<file path="src/rtl/fifo_arb_pkg.sv">
// Shared constants for the frame FIFO write arbiter.
// State encoding, producer IDs and default frame length.
package fifo_arb_pkg;

   localparam logic [1:0] ST_IDLE  = 2'd0;
   localparam logic [1:0] ST_FILL  = 2'd1;
   localparam logic [1:0] ST_DRAIN = 2'd2;

   localparam int FRAME_WORDS_DEFAULT = 16;

   localparam logic SRC_P0 = 1'b0;
   localparam logic SRC_P1 = 1'b1;

endpackage

</file>
<file path="src/rtl/fifo_arb_rr_pick.sv">
// Combinational 2-way round-robin picker.
// prio names the requester that wins when both ask at once.
module fifo_arb_rr_pick
   import fifo_arb_pkg::*;
(
   input  logic [1:0] valids,
   input  logic       prio,
   output logic [1:0] grant,
   output logic       grant_id
);

   always_comb begin
      grant_id = SRC_P0;
      grant    = 2'b00;
      unique case (valids)
         2'b01: begin
            grant_id = SRC_P0;
            grant    = 2'b01;
         end
         2'b10: begin
            grant_id = SRC_P1;
            grant    = 2'b10;
         end
         2'b11: begin
            grant_id = prio;
            grant    = prio ? 2'b10 : 2'b01;
         end
         default: begin
            grant_id = SRC_P0;
            grant    = 2'b00;
         end
      endcase
   end

endmodule

</file>
<file path="src/rtl/fifo_write_arbiter.sv">
// Frame-granular write arbiter for the 16-in/8-out frame FIFO.
// Per-producer frame counters are built only with FIFO_ARB_STATS_EN.
module fifo_write_arbiter
   import fifo_arb_pkg::*;
#(
   parameter int FRAME_WORDS = FRAME_WORDS_DEFAULT,
   parameter int CNT_W       = 5,
   parameter int STAT_W      = 8
)
(
   input  logic              clk,
   input  logic              rstn,
   input  logic              p0_valid,
   input  logic [15:0]       p0_data,
   output logic              p0_ready,
   input  logic              p1_valid,
   input  logic [15:0]       p1_data,
   output logic              p1_ready,
   output logic              f_input_valid,
   output logic [15:0]       f_data_in,
   input  logic              f_input_enable,
   input  logic              f_output_valid,
   output logic              frame_src,
   output logic              frame_src_valid,
   output logic              busy,
   output logic [STAT_W-1:0] frame_cnt0,
   output logic [STAT_W-1:0] frame_cnt1
);

   logic [1:0]       state;
   logic             owner;
   logic             prio;
   logic [CNT_W-1:0] word_cnt;

   logic [1:0] pick_grant;
   logic       pick_id;
   logic       in_fill;
   logic       in_drain;
   logic       own_valid;
   logic       xfer;
   logic       last_word;
   logic       drain_done;

   fifo_arb_rr_pick u_pick (
      .valids   ({p1_valid, p0_valid}),
      .prio     (prio),
      .grant    (pick_grant),
      .grant_id (pick_id)
   );

   assign in_fill   = (state == ST_FILL);
   assign in_drain  = (state == ST_DRAIN);
   assign own_valid = (owner == SRC_P1) ? p1_valid : p0_valid;
   assign xfer      = in_fill && own_valid && f_input_enable;
   assign last_word = (word_cnt == CNT_W'(FRAME_WORDS - 1));
   // enable back high with nothing left to emit means the last byte is gone
   assign drain_done = in_drain && f_input_enable && !f_output_valid;

   assign p0_ready = in_fill && (owner == SRC_P0) && f_input_enable;
   assign p1_ready = in_fill && (owner == SRC_P1) && f_input_enable;

   assign f_input_valid = in_fill && own_valid;
   assign f_data_in     = !in_fill ? 16'h0000 :
                          (owner == SRC_P1) ? p1_data : p0_data;

   assign frame_src       = owner;
   assign frame_src_valid = in_fill || in_drain;
   assign busy            = (state != ST_IDLE);

   always_ff @(posedge clk or negedge rstn) begin
      if (!rstn) begin
         state    <= ST_IDLE;
         owner    <= SRC_P0;
         prio     <= SRC_P0;
         word_cnt <= '0;
      end else begin
         unique case (state)
            ST_IDLE: begin
               if (f_input_enable && |pick_grant) begin
                  owner <= pick_id;
                  state <= ST_FILL;
               end
            end
            ST_FILL: begin
               if (xfer) begin
                  if (last_word) begin
                     word_cnt <= '0;
                     state    <= ST_DRAIN;
                  end else begin
                     word_cnt <= word_cnt + 1'b1;
                  end
               end
            end
            ST_DRAIN: begin
               if (drain_done) begin
                  prio  <= ~owner;
                  state <= ST_IDLE;
               end
            end
            default: state <= ST_IDLE;
         endcase
      end
   end

`ifdef FIFO_ARB_STATS_EN
   logic [STAT_W-1:0] cnt0;
   logic [STAT_W-1:0] cnt1;

   always_ff @(posedge clk or negedge rstn) begin
      if (!rstn) begin
         cnt0 <= '0;
         cnt1 <= '0;
      end else if (drain_done) begin
         if (owner == SRC_P1) cnt1 <= cnt1 + 1'b1;
         else                 cnt0 <= cnt0 + 1'b1;
      end
   end

   assign frame_cnt0 = cnt0;
   assign frame_cnt1 = cnt1;
`else
   assign frame_cnt0 = '0;
   assign frame_cnt1 = '0;
`endif

endmodule

</file>
<file path="config.mk">
export PLATFORM = sky130hd
export DESIGN_NAME = fifo_write_arbiter
export DESIGN_NICKNAME = d
export VERILOG_FILES = /design/src/rtl/fifo_arb_pkg.sv /design/src/rtl/fifo_arb_rr_pick.sv /design/src/rtl/fifo_write_arbiter.sv
export SDC_FILE = /design/constraint.sdc
export NUM_CORES = 1
export LEC_CHECK = 0
export ABC_AREA = 1
export BUFFER_PORTS_ARGS = -buffer_cell sky130_fd_sc_hd__buf_2
export CAP_MARGIN = 5
export CORE_ASPECT_RATIO = 1.75
export CORE_MARGIN = 2
export CORE_UTILIZATION = 39
export CTS_CLUSTER_SIZE = 14
export DETAILED_ROUTE_END_ITERATION = 16
export GPL_TIMING_DRIVEN = 0
export PLACE_DENSITY = 0.79
export SLEW_MARGIN = 20
export SYNTH_ARGS = -nofsm -noshare
export SYNTH_HDL_FRONTEND = slang
export SYNTH_SLANG_ARGS = --single-unit
</file>
<file path="constraint.sdc">
create_clock -name clk -period 2.15 [get_ports clk]
set_input_delay 0.43 -clock clk [delete_from_list [all_inputs] [get_ports clk]]
set_output_delay 0.43 -clock clk [all_outputs]
set_load 0.03 [all_outputs]
</file>
==> results of run 1 <==
## metrics by stage
| step | hold slack (ps) | utilization |
|---|---|---|
| after CTS | 52.36 | 0.6071 |
| after global placement | 294.3 | 0.5832 |
| final | 44.49 | 0.6228 |
| after floorplan | 134.4 | - |
| after detailed placement | 298.6 | 0.5832 |
| after global routing | 54.77 | 0.6228 |
## metal layers
metal  vias up  global-route usage  share of wire
li1        586                   -              -
met1       491              0.1717           0.34
met2        61              0.3733           0.55
met3         3             0.04948           0.10
met4         0             0.06452          0.014
met5         -                   0              0
## logic make-up after synthesis
family / count (synthesis)
simple gates: 79
buf+inv: 34
compound gates: 10
flops: 9
fa+ha+maj: 5
xor+xnor: 2
other cells: 1
## cell type report
class | instances | area (sq um)
Buffer | 23 | 180.2
Clock buffer | 4 | 45.04
Inverter | 11 | 43.79
Timing Repair Buffer | 59 | 307.8
Fill cell | 230 | 868.3
Sequential cell | 9 | 225.2
Multi-Input combinational cell | 112 | 600.6
Tap cell | 25 | 31.28
## worst max-delay path: stages, from the launching register on
cell and delay, ps:
dfrtp_1 400, inv_2 100, ha_4 160, buf_6 140, buf_4 170, nand3_1 80
nand2_1 70, buf_2 190
## registers in the layout, summed over array words and instances, names as in the netlist
register   cells
word_cnt       5
frame_src      1
state          2
prio           1
## repair_timing
item,in CTS,in global routing
resized for setup,4,11
endpoints found under the setup margin,18,18
setup buffers,0,0
## synth_stat cells (all sizes together)
cell / number / share of area
xor2: 1 / 0.0091
a21oi: 2 / 0.014
nand2: 33 / 0.15
dfrtp: 9 / 0.23
ha: 5 / 0.065
clkbuf: 2 / 0.0078
xnor2: 1 / 0.017
o211ai: 1 / 0.0078
nor2: 4 / 0.016
o21ai: 6 / 0.031
conb: 1 / 0.0039
buf: 21 / 0.16
nand3: 42 / 0.23
o21a: 1 / 0.0078
inv: 11 / 0.046
## worst max path at each step
stage | slack (ps) | to | startpoint | cells after the start
after floorplan | 210 | p1_ready | state[1] | 6
after global placement | 140 | f_data_in[7] | state[1] | 7
final | 150 | f_data_in[1] | state[1] | 7
after global routing | -8 | p1_ready | frame_src | 5
after detailed placement | 130 | f_data_in[7] | state[1] | 7
after CTS | 0.1 | p1_ready | state[1] | 7
## power by group through the flow
stage               clock network (mW)  registers (mW)  logic, mW
finish                           0.200           0.309       1.34
detailed placement                   0           0.305       1.26
global placement                     0           0.302       1.25
CTS                              0.198           0.304       1.29
global route                     0.215           0.316       1.47
floorplan                            0           0.306      0.950
==> run metrics, run 1 <==
CP required 1720 ps; pre-CTS setup slack 131.2 ps; cts bufs inserted 3; CP endpoint kind output port; cell-internal power 0.8248 mW; first-pass GRT wire length 4402 microns; routability cong. 0.8604; sequential fraction of the synthesis area 0.2347; largest family of logic cells by synthesized area simple AND/OR/NAND/NOR gates; total power 1.846 mW; Synth Area in Adders 0.06519; pwr dens 1287 nW/um^2; Total GRT Usage 0.1878; DP Area 1343 sq um; Combinational Power Share 0.724; DP Cell Count 239; Die Area 2889 sq um; Synth warnings 0; IO Count 76; Sequential Power Share 0.167; DR vias 1141; Simple-Gate Fraction of Synth Area 0.3950; initial core utilization 0.4168; worst-path maximum fanout 10; #FFs+latches synth 9; Post-Syn Instances 140; ant diodes 0; Net Sw Frac 0.5531; final worst slack 151.5 ps; Core Rows 23; r2r endpoint state[0]; I/O Buffers 59; Setup TNS 0 ps; number of DRC markers in iteration 0 13; startpoint types flip-flop; most frequent cells in the layout buf_2, nand3_1, nand2_1, buf_4, conb_1; hpwl dp 2207 microns; cts hold-fix bufs 0; Max Transition Viols Final 0; Finish-stage setup viols 0; outcome finished, final reports clean; VDD IR-drop max 0.7623 mV; clock skew 1.169 ps; CTS H-tree lvls 1; Layout area overhead 49.41%; post-route cell area 1434 sq um; DR WL/cell 10.92 microns; switching power 1.021 mW; grt total ovfl 0; CTS max path bufs 2; width of the die 41.50 microns; Post-Synthesis Mean Instance Area 6.855 sq um; DRT Pass-1 Iters 4; Compound-Gate Fraction of Synth Area 0.06128; DRT Wirelength 2653 microns; clk sinks 9; worst-skew pair later-pin latency 240 ps; root buffer cell clkbuf_8; vias in the first global route 1084; largest net degree at the start of global routing 11; WP data arrival 1570 ps; HP Class input pin to async pin; final cycle utilization of the critical path 0.9295; final net count 262; post-route insts no fill 243; Core Region 2302 sq um; Reg2Reg Depth 8; leak pwr 0.8761 nW; most common cell after layout, fill and taps aside buf_2; Cell variety after synth 24; Clock power frac 0.108; Post-Synth XOR/XNOR Area 0.02608; CTS tree built; max cap viols 0; Tmin final 1999 ps; Vias/cell 4.695; final hold vios 0; Netlist Area Pre-Place 959.7 sq um; initial antenna violation count 0; clock-pin slew on the worst setup and hold paths 40 ps; mux cell area share after synthesis 0; f_max 0.5004 GHz; R2R Setup Slk 760 ps; critical path class flip-flop to output port; Die Ht 69.62 microns; DRC 0; R2R Path Start state[0]; DRT antenna net count 0; layout cells sized above 1 0.4312
(Power assumes the default switching activity.)
==> inputs of run 2 (changes only) <==
Settings changed: HOLD_SLACK_MARGIN from default to 0.15, PLACE_DENSITY 0.79 to 0.77.
==> run 2 against run 1 <==
  * Clock-buffer cell count unchanged
  * Worst hold slack improved by 440 ps
  * Wire length shrank 1.5%
  * Maximum frequency shrank 2.4%
  * Critical path type unchanged
==> run metrics, run 2 (synthesis results as in run 1) <==
final core occ 0.6261 (+0.003261); DRT Wirelength 2614 microns (-1.5%); I/O Buffers 59 (unchanged); DRT Pass-1 Iters 5 (+1); critical path class flip-flop to output port; number of DRC markers in iteration 0 20 (+7); worst-skew pair later-pin latency 230 ps (about the same); Die Ht 69.62 microns (unchanged); DRT antenna net count 0 (unchanged); leak pwr 0.8836 nW (+0.86%); CTS max path bufs 2 (unchanged); Total GRT Usage 0.1923 (+0.004506); VDD IR-drop max 1.105 mV (+45%); Core Rows 23 (unchanged); clk sinks 9 (unchanged); IO Count 76 (unchanged); Hold Path End word_cnt[4]; Worst path slowest cell dfrtp_1; WP data arrival 1620 ps (+50 ps); initial antenna violation count 0 (unchanged); routability cong. 0.8117 (-5.7%); clock-pin slew on the worst setup and hold paths 40 ps (about the same); most frequent cells in the layout buf_2, nand3_1, nand2_1, buf_4, conb_1; CTS tree built; Reg2Reg Depth 8 (unchanged); root buffer cell clkbuf_8; pre-CTS setup slack 73.91 ps (-57.34 ps); max reg flops 5 (unchanged); most used cell, CP buf_4; Core Region 2302 sq um (unchanged); final hold vios 0 (unchanged); r2r endpoint state[1]; f_max 0.4885 GHz (-2.4%); worst hold path startpoint word_cnt[4]; Vias/cell 4.652 (-0.93%); first-pass GRT wire length 4602 microns (+4.5%); WHS Path Cells 1; max cap viols 0 (unchanged); post-route insts no fill 244 (+0.41%); hpwl dp 2167 microns (-1.8%); layout cells sized above 1 0.4292 (-0.001969); HP Class flip-flop to flip-flop; CP required 1720 ps (about the same); R2R Path Start state[0]; Tmin final 2047 ps (+48.60 ps); Max Transition Viols Final 0 (unchanged); worst-path maximum fanout 10 (unchanged); total power 1.840 mW (-0.31%); vias in the first global route 1033 (-4.7%); startpoint types flip-flop; largest net degree at the start of global routing 11 (unchanged); CP top delay family buffers and inverters; critical path, cell by cell inv_2 -> ha_4 -> buf_4 -> buf_4 -> nand3_1 -> nand2_1 -> clkbuf_4; biggest regs word_cnt x5, state x2; CP endpoint kind output port; Setup TNS 0 ps (unchanged); pwr dens 1276 nW/um^2 (-0.83%); final cycle utilization of the critical path 0.9521 (+0.02260); DRC 0 (unchanged); DP Area 1343 sq um (unchanged); most common cell after layout, fill and taps aside buf_2; crit path buf inv count 4 (unchanged); initial core utilization 0.4168 (unchanged); Worst Hold Slack 487.9 ps (+443.4 ps); Die Area 2889 sq um (unchanged); Layout area overhead 50.20%; DR WL/cell 10.71 microns (-1.9%); cts bufs inserted 3 (unchanged); clock skew 1.709 ps (+0.5401 ps); width of the die 41.50 microns (unchanged); R2R Setup Slk 770 ps (about the same); ant diodes 0 (unchanged); final worst slack 102.9 ps (-48.60 ps); Finish-stage setup viols 0 (unchanged); DR vias 1135 (-0.53%); outcome finished, final reports clean; post-route cell area 1441 sq um (+0.52%); final net count 263 (+0.38%); DP Cell Count 239 (unchanged); RSZ-0062 raised after global routing yes; CTS H-tree lvls 1 (unchanged); grt total ovfl 0 (unchanged); Top reg by flops word_cnt; slowest stage delay, CP 410 ps (about the same)
run 2: cell types whose count changed in the layout (fill, tap and decap cells not counted), sizes merged:
cell         change
buf              +2
clkbuf           -2
dlygate4sd3      +1
run 2: layout make-up:
type / count / area, sq um
flip-flops and latches: 9 / 225.2
plain buffers: 23 / 177.7
multi-input cells: 112 / 598.1
clock buffers: 4 / 45.04
inverters: 11 / 43.79
fillers: 238 / 860.8
well taps: 25 / 31.28
repair buffers: 60 / 320.3
run 2: worst max-delay path by stage:
stage | startpoint | end | cells past startpoint | slack [ps]
3_3_place_gp | state[1] | f_data_in[6] | 7 | 110
6_report | state[1] | f_data_in[13] | 7 | 100
5_1_grt | state[1] | f_data_in[13] | 7 | -2
2_1_floorplan | state[1] | p1_ready | 6 | 210
4_1_cts | state[1] | f_data_in[6] | 7 | 40
3_5_place_dp | state[1] | f_data_in[6] | 7 | 70
run 2: routing by layer:
| metal | wire length, microns | track usage |
|---|---|---|
| met5 | 0 | 0 |
| met4 | 34 | 0.06452 |
| met3 | 302 | 0.05469 |
| met2 | 1308 | 0.3524 |
| met1 | 969 | 0.2016 |
run 2: worst reg2reg max path: stages (launching register included):
cell and delay, ps:
dfrtp_1 440, inv_1 90, ha_1 220, inv_1 50, a21oi_1 40, a21oi_2 180, nand3_1 120, nand2_1 70
nand2_1 50
run 2: power by group:
group          switching, mW  internal, mW
logic                  0.877         0.458
registers             0.0728         0.240
clock network         0.0629         0.129
run 2: what timing repair did:
action,CTS,global route
pin swaps,0,0
endpoints found under the hold margin,9,0
hold buffers,1,0
gates resized for setup,8,8
setup endpoints to repair,18,18
setup buffers,0,0
